## config.mk

```make
export PLATFORM = sky130hd
export DESIGN_NAME = kbd_input_sched
export DESIGN_NICKNAME = d
export VERILOG_FILES = /design/src/rtl/kbd_pkg.sv /design/src/rtl/kbd_fifo.sv /design/src/rtl/kbd_input_sched.sv
export SDC_FILE = /design/constraint.sdc
export NUM_CORES = 1
export LEC_CHECK = 0
export BUFFER_PORTS_ARGS = -buffer_cell sky130_fd_sc_hd__buf_2
export CORE_MARGIN = 2
export CORE_UTILIZATION = 35
export DETAILED_ROUTE_END_ITERATION = 12
export SLEW_MARGIN = 20
export SYNTH_ARGS = -nofsm -noshare
export SYNTH_HDL_FRONTEND = slang
export SYNTH_SLANG_ARGS = --single-unit
export TNS_END_PERCENT = 30
```

## constraint.sdc

```tcl
create_clock -name clk_sys -period 3.35 [get_ports clk_sys]
set_input_delay 0.1675 -clock clk_sys [delete_from_list [all_inputs] [get_ports clk_sys]]
set_output_delay 0.1675 -clock clk_sys [all_outputs]
set_load 0.05 [all_outputs]
```

## src/rtl/kbd_pkg.sv

```systemverilog
// Shared types and constants for the Gigatron keyboard/joystick input scheduler.
package kbd_pkg;

  typedef enum logic [1:0] {
    IDLE = 2'd0,
    HOLD = 2'd1,
    GAP  = 2'd2
  } kbd_state_t;

  localparam logic [7:0] IDLE_BYTE = 8'hFF;
  localparam logic [7:0] NO_KEY    = 8'hFF;

endpackage

```

## src/rtl/kbd_fifo.sv

```systemverilog
// Synchronous pending-key FIFO; a pop and push in the same cycle on a full FIFO both succeed.
module kbd_fifo #(
  parameter int DEPTH = 8,
  parameter int WIDTH = 8
) (
  input  logic             clk,
  input  logic             reset_n,
  input  logic             push,
  input  logic             pop,
  input  logic [WIDTH-1:0] din,
  output logic [WIDTH-1:0] dout,
  output logic             full,
  output logic             empty
);

  localparam int AW = $clog2(DEPTH);

  logic [WIDTH-1:0] r_mem [DEPTH];
  logic [AW:0]      r_wptr;
  logic [AW:0]      r_rptr;
  logic             w_pop;
  logic             w_push;

  assign empty  = (r_wptr == r_rptr);
  assign full   = (r_wptr[AW] != r_rptr[AW]) && (r_wptr[AW-1:0] == r_rptr[AW-1:0]);
  assign w_pop  = pop && !empty;
  // A pop frees the slot the coincident push lands in.
  assign w_push = push && (!full || w_pop);
  assign dout   = r_mem[r_rptr[AW-1:0]];

  always_ff @(posedge clk) begin
    if (!reset_n) begin
      r_wptr <= '0;
      r_rptr <= '0;
    end else begin
      if (w_push) r_wptr <= r_wptr + 1'b1;
      if (w_pop)  r_rptr <= r_rptr + 1'b1;
    end
  end

  always_ff @(posedge clk) begin
    if (w_push) r_mem[r_wptr[AW-1:0]] <= din;
  end

endmodule

```

## src/rtl/kbd_input_sched.sv

```systemverilog
// Presents queued key bytes on the Gigatron serial input for HOLD_FRAMES frames, then
// GAP_FRAMES idle frames. Define KBD_JOY_MERGE_EN to show ~joy_buttons while idle.
module kbd_input_sched
  import kbd_pkg::*;
#(
  parameter int FIFO_DEPTH  = 8,
  parameter int HOLD_FRAMES = 2,
  parameter int GAP_FRAMES  = 1
) (
  input  logic       clk_sys,
  input  logic       reset_n,
  input  logic       key_valid,
  input  logic [7:0] key_ascii,
  input  logic [7:0] joy_buttons,
  input  logic       vsync_pulse,
  output logic [7:0] in_byte,
  output logic       fifo_full,
  output logic       overflow
);

  localparam int MAX_FRAMES = (HOLD_FRAMES > GAP_FRAMES) ? HOLD_FRAMES : GAP_FRAMES;
  localparam int CW         = $clog2(MAX_FRAMES) + 1;
  localparam logic [CW-1:0] HOLD_INIT = CW'(HOLD_FRAMES - 1);
  localparam logic [CW-1:0] GAP_INIT  = (GAP_FRAMES > 0) ? CW'(GAP_FRAMES - 1) : '0;

  kbd_state_t    r_state;
  logic [CW-1:0] r_cnt;
  logic [7:0]    w_head;
  logic [7:0]    w_idle_byte;
  logic          w_empty;
  logic          w_full;
  logic          w_key;
  logic          w_pop;
  logic          w_cnt_zero;
  logic          w_idle_go;

`ifdef KBD_JOY_MERGE_EN
  assign w_idle_byte = ~joy_buttons;
`else
  logic w_unused_joy;
  assign w_unused_joy = ^joy_buttons;
  assign w_idle_byte  = IDLE_BYTE;
`endif

  assign w_key      = key_valid && (key_ascii != NO_KEY);
  assign w_cnt_zero = (r_cnt == '0);
  // Expiring GAP (or HOLD when GAP is disabled) falls straight into the IDLE decision.
  assign w_idle_go  = vsync_pulse &&
                      ((r_state == IDLE) ||
                       (r_state == GAP && w_cnt_zero) ||
                       (r_state == HOLD && w_cnt_zero && GAP_FRAMES == 0));
  assign w_pop      = w_idle_go && !w_empty;
  assign fifo_full  = w_full;

  kbd_fifo #(
    .DEPTH(FIFO_DEPTH),
    .WIDTH(8)
  ) u_fifo (
    .clk    (clk_sys),
    .reset_n(reset_n),
    .push   (w_key),
    .pop    (w_pop),
    .din    (key_ascii),
    .dout   (w_head),
    .full   (w_full),
    .empty  (w_empty)
  );

  always_ff @(posedge clk_sys) begin
    if (!reset_n) begin
      r_state  <= IDLE;
      r_cnt    <= '0;
      in_byte  <= IDLE_BYTE;
      overflow <= 1'b0;
    end else begin
      if (w_key && w_full && !w_pop) overflow <= 1'b1;
      if (w_idle_go) begin
        if (!w_empty) begin
          in_byte <= w_head;
          r_cnt   <= HOLD_INIT;
          r_state <= HOLD;
        end else begin
          in_byte <= w_idle_byte;
          r_cnt   <= '0;
          r_state <= IDLE;
        end
      end else if (vsync_pulse) begin
        case (r_state)
          HOLD: begin
            if (w_cnt_zero) begin
              in_byte <= IDLE_BYTE;
              r_cnt   <= GAP_INIT;
              r_state <= GAP;
            end else begin
              r_cnt <= r_cnt - 1'b1;
            end
          end
          GAP:     r_cnt <= r_cnt - 1'b1;
          default: r_state <= IDLE;
        endcase
      end
    end
  end

endmodule

```

==> results of run 1 <==
==> power groups by stage <==
stage | clock network (W) | logic [W] | registers, W
6_report | 0.000814 | 0.000223 | 0.00125
5_1_grt | 0.000878 | 0.000245 | 0.00126
4_1_cts | 0.000834 | 0.000226 | 0.00125
3_5_place_dp | 0 | 0.000225 | 0.00128
3_3_place_gp | 0 | 0.000222 | 0.00127
2_1_floorplan | 0 | 0.000158 | 0.00128
==> path summary, 6_finish.rpt <==
| kind | startpoint | end | slack [ps] |
|---|---|---|---|
| min | key_ascii[5] | u_fifo.r_mem[1][5]$_DFFE_PP_ | 90 |
| max | u_fifo.r_wptr[2]$_SDFFE_PN0P_ | u_fifo.r_mem[6][4]$_DFFE_PP_ | 1070 |
| min reg2reg | overflow$_SDFFE_PN0P_ | overflow$_SDFFE_PN0P_ | 440 |
| max reg2reg | u_fifo.r_wptr[2]$_SDFFE_PN0P_ | u_fifo.r_mem[6][4]$_DFFE_PP_ | 1070 |
==> Yosys cell counts, types with 4 or more instances <==
master | count | area share, %
sky130_fd_sc_hd__a2bb2oi_1 | 7 | 1.7
sky130_fd_sc_hd__mux4_2 | 16 | 10
sky130_fd_sc_hd__dfxtp_1 | 24 | 14
sky130_fd_sc_hd__nand2b_1 | 4 | 0.71
sky130_fd_sc_hd__nand2_1 | 9 | 0.95
sky130_fd_sc_hd__a21oi_1 | 11 | 1.6
sky130_fd_sc_hd__o21ai_0 | 7 | 0.99
sky130_fd_sc_hd__mux2i_1 | 12 | 3.4
sky130_fd_sc_hd__clkbuf_1 | 6 | 0.64
sky130_fd_sc_hd__xnor2_1 | 4 | 0.99
sky130_fd_sc_hd__nand3_1 | 5 | 0.71
sky130_fd_sc_hd__nand4_1 | 4 | 0.71
sky130_fd_sc_hd__inv_1 | 6 | 0.64
sky130_fd_sc_hd__buf_2 | 4 | 0.56
sky130_fd_sc_hd__edfxtp_1 | 64 | 54
==> flip-flops by register name, indices dropped and copies added, names as in the netlist, named ones only <==
signal and cells:
r_state 2, u_fifo.r_mem 64, u_fifo.r_wptr 4, u_fifo.r_rptr 4, overflow 1, r_cnt 2
in_byte 8
==> cells by family (layout without fill, tap and decap cells) <==
group / after synthesis / in the layout / synth area share [%]
compound gates: 34 / 34 / 6.21
xor+xnor: 5 / 5 / 1.24
fa+ha+maj: 4 / 4 / 1.27
buf+inv: 20 / 50 / 2.58
flops: 88 / 88 / 67.8
mux: 29 / 29 / 13.9
simple gates: 42 / 42 / 7.06
==> layout make-up <==
class / count / area share (%)
flip-flops and latches: 88 / 59.3
multi-input cells: 114 / 26.6
well taps: 133 / 4.11
repair buffers: 28 / 3.89
clock buffers: 9 / 3.06
clock inverters: 7 / 2.47
inverters: 6 / 0.556
==> per-stage QoR <==
stage / cell area [um^2] / utilization [%]
after CTS: 4050 / 41.2
final: 4050 / 41.2
after detailed placement: 3820 / 39.0
after global placement: 3820 / 39.0
after global routing: 4050 / 41.2
after floorplan: 3540 / -
==> layer usage <==
metal | wire length, um | global-route usage, % | share of wire (%)
met1 | 3140 | 16.9 | 48
met3 | 190 | 2.62 | 2.9
met4 | 119 | 6.57 | 1.8
met2 | 3130 | 20.6 | 48
met5 | 0 | 0 | 0
==> critical path, cell delays in order, from the launching register on <==
cell and delay (ps):
sky130_fd_sc_hd__dfxtp_1 590, sky130_fd_sc_hd__xnor2_1 180, sky130_fd_sc_hd__and4_1 310, sky130_fd_sc_hd__a21oi_2 260
sky130_fd_sc_hd__and4b_1 580
==> placed cells by master (no fill, tap or decap), drive strengths merged <==
cell type / instances
edfxtp: 64
buf: 28
dfxtp: 24
mux4: 16
mux2i: 12
a21oi: 12
nand2: 9
clkbuf: 9
o21ai: 9
inv: 9
a2bb2oi: 7
nand3: 5
xnor2: 4
nand4: 4
nand2b: 4
nor4b: 3
nor2: 3
nor3: 3
and4: 2
a21o: 2
and4b: 2
maj3: 2
and3: 2
ha: 2
bufinv: 2
a211oi: 2
clkinv: 2
xor2: 1
nor4: 1
mux2: 1
nor2b: 1
or3: 1
a22oi: 1
nand3b: 1
o31ai: 1
or4: 1
==> summary.txt, run 1 <==
CLOCK NETWORK
-----------------------------------------------------------------------------------------------
TritonCTS clock tree .............................................................          yes
Root buf cell .................................................................... sky130_fd_sc_hd__clkbuf_8
Cts bufs inserted ................................................................            9
Hold Buf Count CTS ...............................................................            0
Largest buffer count on any clock path ...........................................            2
CTS Sinks ........................................................................           88
Clock input transition at the sequential cells of the worst setup and hold paths .        90 ps
Level count of the clock H-tree ..................................................            3
Post-CTS setup-driven buffer insertion count .....................................            0
Resized cells post-CTS ...........................................................            0
Worst-skew pair later-pin latency ................................................       360 ps

SETUP PATH
-----------------------------------------------------------------------------------------------
Required arrival time at the worst endpoint ......................................      3350 ps
Setup crit end kind ..............................................................     register
Crit path max fanout .............................................................           11
Class of the most critical setup path ............................................      reg2reg
Register-to-Register Path Depth ..................................................            4
Kind of start point of the critical path .........................................     register
Arrival time of data at the critical path endpoint ...............................      2280 ps

PWR
-----------------------------------------------------------------------------------------------
NetSw ............................................................................   0.000562 W
Worst vdd rail ir drop ...........................................................   0.000189 V
Fraction of power consumed by combinational cells ................................         9.8%
Leakage Power ....................................................................      1.32 nW
Switching power as a share of total power ........................................        24.5%
Pwr Total ........................................................................    0.00229 W
Part of the power in registers ...................................................        54.6%
PD cells .........................................................................  565 nW/um^2
Clk network pwr share ............................................................        35.6%
Internal cell power ..............................................................    0.00173 W

SYNTHESIS
-----------------------------------------------------------------------------------------------
Count of state elements after synthesis ..........................................           88
Synthesized area .................................................................    3540 um^2
Post-Syn Nets ....................................................................          244
Post-Syn Area per Cell ...........................................................    16.0 um^2
Number of enable flip-flop cells after synthesis .................................           64
Count of synthesis-stage warnings from yosys .....................................            0
Synthesized netlist cell count ...................................................          222
Sequential-to-total area share from yosys stat ...................................        67.8%
Post-synth cell types ............................................................           41
Most used flip-flop cell after synthesis ......................................... sky130_fd_sc_hd__edfxtp_1
Async SR Flop Fraction ...........................................................           0%

RUN
-----------------------------------------------------------------------------------------------
Max capacitance violation total ..................................................            0

HOLD PATH
-----------------------------------------------------------------------------------------------
Number of cells traversed by the worst hold path .................................            1
Type of the most critical hold path ..............................................       in2reg

FINAL LAYOUT
-----------------------------------------------------------------------------------------------
Storage cell area ................................................................    2400 um^2
Non-Filler Instances .............................................................          385
Fraction of layout instances using a drive strength above 1 ......................        27.0%
Number of inserted filler cells in the final layout ..............................          931
Area growth from synthesis to layout .............................................        14.2%
Area of the multi-input gates ....................................................    1080 um^2
Total Nets Final .................................................................          269
Number of diodes added for antenna fixing ........................................            0

ROUTING
-----------------------------------------------------------------------------------------------
Drt via density ..................................................................         5.00
First-pass iteration count of the detailed router ................................            4
Antenna-violating nets left ......................................................            0
Number of design rule violations left after detail routing .......................            0
Number of vias after detailed routing ............................................         1924
Wire per inst ....................................................................      17.1 um
Initial detailed-routing violation count .........................................          117
Detailed-route wire length .......................................................      6.58 mm

GLOBAL ROUTING
-----------------------------------------------------------------------------------------------
Total congestion overflow ........................................................            0
Number of antenna violations at the first check in global routing ................            0
Maximum number of pins on one net before global-route repair .....................           17
Wire length of the first global-routing pass .....................................      10.5 mm
Overall Global Routing Usage .....................................................        13.0%
Via count of the first global-routing pass .......................................         1911

STA
-----------------------------------------------------------------------------------------------
RSZ-0062 raised after global routing .............................................           no
Total negative slack for setup checks ............................................         0 ps
Final Worst Setup Slack ..........................................................      1070 ps
Headroom to the max-slew limit ...................................................        48.5%
Count of endpoints failing setup in the final report .............................            0
Ratio of final minimum period to clock period ....................................        68.1%
Shortest clock period the worst path allows after layout .........................      2280 ps
Worst hold margin ................................................................      89.5 ps
Maximum clock skew at final layout ...............................................      10.5 ps
Number of max-slew violations in the final report ................................            0
Achievable clock frequency .......................................................    0.439 GHz
Final Hold Vio Count .............................................................            0
Slew @ Worst Pin .................................................................       771 ps

PLACED DESIGN
-----------------------------------------------------------------------------------------------
Placed wire-length estimate after detailed placement .............................      4.22 mm
GPL Wtd Cong .....................................................................        0.775
Placed cell count ................................................................          369
Setup slack at placement .........................................................      1060 ps
# port buffers ...................................................................           21

DIE
-----------------------------------------------------------------------------------------------
Number of placed I/O pins ........................................................           30
Height of the die ................................................................       105 um
Die area .........................................................................   10900 um^2
Die W ............................................................................       105 um
Row count ........................................................................           36
Core box area ....................................................................    9820 um^2
Starting utilization of the core area ............................................        36.1%

OUTCOME
-----------------------------------------------------------------------------------------------
Result of the run ................................................................    completed

(Power assumes the default switching activity.)
==> run 2, diff against run 1 <==
==> constraint.sdc (replaced) <==
create_clock -name clk_sys -period 2.2 [get_ports clk_sys]
set_input_delay 0.11 -clock clk_sys [delete_from_list [all_inputs] [get_ports clk_sys]]
set_output_delay 0.11 -clock clk_sys [all_outputs]
set_load 0.05 [all_outputs]
==> run 2 against run 1 <==
Final cell count increased by 2.9%. Non-clock buffer count up 11. Critical path depth is 1 higher. Total power rose by 52%. Combinational power grew 78%. Clock skew grew 3.4 ps. Cell area rose by 1.9%. Flip-flop and latch count did not move. First-iteration DRC count increased by 67%. Via count grew 4.5%. Largest cell class unchanged. Largest power group unchanged.
==> summary.txt, run 2 (synthesis gave the netlist of run 1 again) <==
SETUP PATH
-----------------------------------------------------------------------------------------------
Setup crit end kind ..............................................................     register   unchanged
End of the worst register-to-register path ....................................... u_fifo.r_mem[1][6]$_DFFE_PP_   was u_fifo.r_mem[6][4]$_DFFE_PP_
FF-to-FF setup slack .............................................................       300 ps   was 1070 ps
Worst flop-to-flop path startpoint ............................................... r_cnt[0]$_SDFFE_PN0P_   was u_fifo.r_wptr[2]$_SDFFE_PN0P_
Kind of start point of the critical path .........................................     register   unchanged
Crit path max fanout .............................................................            8   was 11
Ordered list of cells on the worst path .......................................... o21ai_1 > nand3_1 > a21o_1 > nor4b_2 > buf_4   was xnor2_1 > and4_1 > a21oi_2 > and4b_1
Longest individual stage delay on the worst path .................................       350 ps   was 590 ps
Largest delay share family, worst path ........................................... compound AO/OA/AOI/OAI gates   was simple AND/OR/NAND/NOR gates
Arrival time of data at the critical path endpoint ...............................      1950 ps   was 2280 ps
Slowest stage cell on the critical path .......................................... sky130_fd_sc_hd__dfxtp_1   unchanged
Register-to-Register Path Depth ..................................................            5   was 4
Number of buffers and inverters on the critical path .............................            1   was 0
Class of the most critical setup path ............................................      reg2reg   unchanged
Required arrival time at the worst endpoint ......................................      2250 ps   was 3350 ps

DIE
-----------------------------------------------------------------------------------------------
Row count ........................................................................           36   unchanged
Height of the die ................................................................       105 um   unchanged
Die area .........................................................................   10900 um^2   unchanged
Die W ............................................................................       105 um   unchanged
Core box area ....................................................................    9820 um^2   unchanged
Number of placed I/O pins ........................................................           30   unchanged
Starting utilization of the core area ............................................        36.1%   unchanged

STA
-----------------------------------------------------------------------------------------------
Headroom to the max-slew limit ...................................................        76.5%   was 48.5%
Achievable clock frequency .......................................................    0.526 GHz   was 0.439 GHz
Maximum clock skew at final layout ...............................................      13.9 ps   was 10.5 ps
Slew @ Worst Pin .................................................................       352 ps   was 771 ps
Ratio of final minimum period to clock period ....................................        86.4%   was 68.1%
Final Hold Vio Count .............................................................            0   unchanged
Count of endpoints failing setup in the final report .............................            0   unchanged
Worst hold margin ................................................................      48.3 ps   was 89.5 ps
Final Worst Setup Slack ..........................................................       299 ps   was 1070 ps
RSZ-0062 raised after global routing .............................................           no   unchanged
Number of max-slew violations in the final report ................................            0   unchanged
Shortest clock period the worst path allows after layout .........................      1900 ps   was 2280 ps

ROUTING
-----------------------------------------------------------------------------------------------
Number of vias after detailed routing ............................................         2010   was 1924
Wire per inst ....................................................................      17.5 um   was 17.1 um
Number of design rule violations left after detail routing .......................            0   unchanged
Antenna-violating nets left ......................................................            0   unchanged
Initial detailed-routing violation count .........................................          195   was 117
Drt via density ..................................................................         5.08   was 5.00
Detailed-route wire length .......................................................      6.92 mm   was 6.58 mm
First-pass iteration count of the detailed router ................................            4   unchanged

FINAL LAYOUT
-----------------------------------------------------------------------------------------------
Number of inserted filler cells in the final layout ..............................          930   was 931
Non-Filler Instances .............................................................          396   was 385
Area growth from synthesis to layout .............................................        16.4%   was 14.2%
Post-layout utilization of the core ..............................................        42.0%   was 41.2%
Commonest cells after routing, fill and taps aside ............................... 64 x sky130_fd_sc_hd__edfxtp_1, 24 x sky130_fd_sc_hd__dfxtp_1, 21 x sky130_fd_sc_hd__buf_2   unchanged
Most common cell after layout, fill and taps aside ............................... sky130_fd_sc_hd__edfxtp_1   unchanged
Fraction of layout instances using a drive strength above 1 ......................        29.7%   was 27.0%
Total Nets Final .................................................................          280   was 269
Flip-flop count of the largest register, all copies and words added ..............           64   unchanged
Number of diodes added for antenna fixing ........................................            0   unchanged

CLOCK NETWORK
-----------------------------------------------------------------------------------------------
Root buf cell .................................................................... sky130_fd_sc_hd__clkbuf_8   unchanged
CTS Sinks ........................................................................           88   unchanged
Clock input transition at the sequential cells of the worst setup and hold paths .        90 ps   about the same
Hold Buf Count CTS ...............................................................            0   unchanged
Worst-skew pair later-pin latency ................................................       350 ps   was 360 ps
Largest buffer count on any clock path ...........................................            2   unchanged
Cts bufs inserted ................................................................            9   unchanged
Level count of the clock H-tree ..................................................            3   unchanged
TritonCTS clock tree .............................................................          yes   unchanged
Post-CTS setup-driven buffer insertion count .....................................            0   unchanged
Resized cells post-CTS ...........................................................            0   unchanged

PWR
-----------------------------------------------------------------------------------------------
Worst vdd rail ir drop ...........................................................   0.000502 V   was 0.000189 V
Leakage Power ....................................................................      1.36 nW   was 1.32 nW
Switching power as a share of total power ........................................        24.2%   was 24.5%
Clk network pwr share ............................................................        34.9%   was 35.6%
Part of the power in registers ...................................................        53.8%   was 54.6%
PD cells .........................................................................  844 nW/um^2   was 565 nW/um^2
Internal cell power ..............................................................    0.00264 W   was 0.00173 W
NetSw ............................................................................   0.000844 W   was 0.000562 W
Fraction of power consumed by combinational cells ................................        11.4%   was 9.8%

HOLD PATH
-----------------------------------------------------------------------------------------------
Number of cells traversed by the worst hold path .................................            1   unchanged
Source of the worst hold timing path ............................................. key_ascii[3]   was key_ascii[5]
Worst Hold Endpoint .............................................................. u_fifo.r_mem[1][3]$_DFFE_PP_   was u_fifo.r_mem[1][5]$_DFFE_PP_
Type of the most critical hold path ..............................................       in2reg   unchanged

PLACED DESIGN
-----------------------------------------------------------------------------------------------
Placed cell count ................................................................          380   was 369
Setup slack at placement .........................................................       317 ps   was 1060 ps
# port buffers ...................................................................           21   unchanged
Placed wire-length estimate after detailed placement .............................      4.45 mm   was 4.22 mm
GPL Wtd Cong .....................................................................        0.697   was 0.775

GLOBAL ROUTING
-----------------------------------------------------------------------------------------------
Wire length of the first global-routing pass .....................................      11.2 mm   was 10.5 mm
Overall Global Routing Usage .....................................................        13.6%   was 13.0%
Number of antenna violations at the first check in global routing ................            0   unchanged
Total congestion overflow ........................................................            0   unchanged
Via count of the first global-routing pass .......................................         2062   was 1911
Maximum number of pins on one net before global-route repair .....................           17   unchanged

RUN
-----------------------------------------------------------------------------------------------
Max capacitance violation total ..................................................            0   unchanged

OUTCOME
-----------------------------------------------------------------------------------------------
Result of the run ................................................................    completed   unchanged

run 2: changes by cell type in the layout (fill, tap and decap cells not counted), sizes merged:
cell      previous run  this run
buf                 28        39
inv                  9         7
clkinvlp             0         2
clkbuf               9        10
clkinv               2         1
run 2: area by class of cell:
cell class	count	area [um^2]	area share, %
well taps	133	166	4.03
flip-flops and latches	88	2400	58.2
repair buffers	39	240	5.82
clock inverters	6	92.6	2.24
clock buffers	10	128	3.09
multi-input cells	114	1080	26.1
inverters	6	22.5	0.546
run 2: power by group through the flow:
| stage | Sequential [W] | Combinational [W] | Clock (W) |
|---|---|---|---|
| after floorplan | 0.00195 | 0.000241 | 0 |
| after global placement | 0.00191 | 0.000388 | 0 |
| after detailed placement | 0.00191 | 0.000398 | 0 |
| after CTS | 0.00187 | 0.000400 | 0.00124 |
| after global routing | 0.00188 | 0.000433 | 0.00132 |
| final | 0.00187 | 0.000396 | 0.00122 |
run 2: per-stage QoR:
stage / power, W / area [um^2] / setup TNS (ps)
2_1_floorplan: 0.00219 / 3550 / -8030
3_3_place_gp: 0.00230 / 3910 / 0
3_5_place_dp: 0.00231 / 3910 / 0
4_1_cts: 0.00352 / 4130 / 0
5_1_grt: 0.00363 / 4130 / 0
6_report: 0.00348 / 4130 / 0
run 2: worst max-delay path by stage:
stage,startpoint,endpoint,slack (ps),cells after the start
6_report,r_cnt[0]$_SDFFE_PN0P_,u_fifo.r_mem[1][6]$_DFFE_PP_,300,5
5_1_grt,r_cnt[0]$_SDFFE_PN0P_,u_fifo.r_mem[1][6]$_DFFE_PP_,120,5
4_1_cts,r_cnt[0]$_SDFFE_PN0P_,u_fifo.r_mem[1][6]$_DFFE_PP_,290,5
3_5_place_dp,r_cnt[0]$_SDFFE_PN0P_,u_fifo.r_mem[1][3]$_DFFE_PP_,320,5
3_3_place_gp,r_cnt[0]$_SDFFE_PN0P_,u_fifo.r_mem[4][3]$_DFFE_PP_,360,5
2_1_floorplan,u_fifo.r_wptr[1]$_SDFFE_PN0P_,u_fifo.r_mem[1][0]$_DFFE_PP_,-370,6
run 2: layer usage:
| layer | up-vias | share of wire (%) | GRT usage, % |
|---|---|---|---|
| met4 | 0 | 1.5 | 4.86 |
| met2 | 37 | 50 | 22.2 |
| met3 | 9 | 3.7 | 2.87 |
| met1 | 1025 | 45 | 18.0 |
| li1 | 939 | - | - |
| met5 | - | 0 | 0 |
run 2: worst register-to-register path: stages (launching register included):
cell and delay, ps:
sky130_fd_sc_hd__dfxtp_1 350, sky130_fd_sc_hd__o21ai_1 230, sky130_fd_sc_hd__nand3_1 220, sky130_fd_sc_hd__a21o_1 290
sky130_fd_sc_hd__nor4b_2 260, sky130_fd_sc_hd__buf_4 250
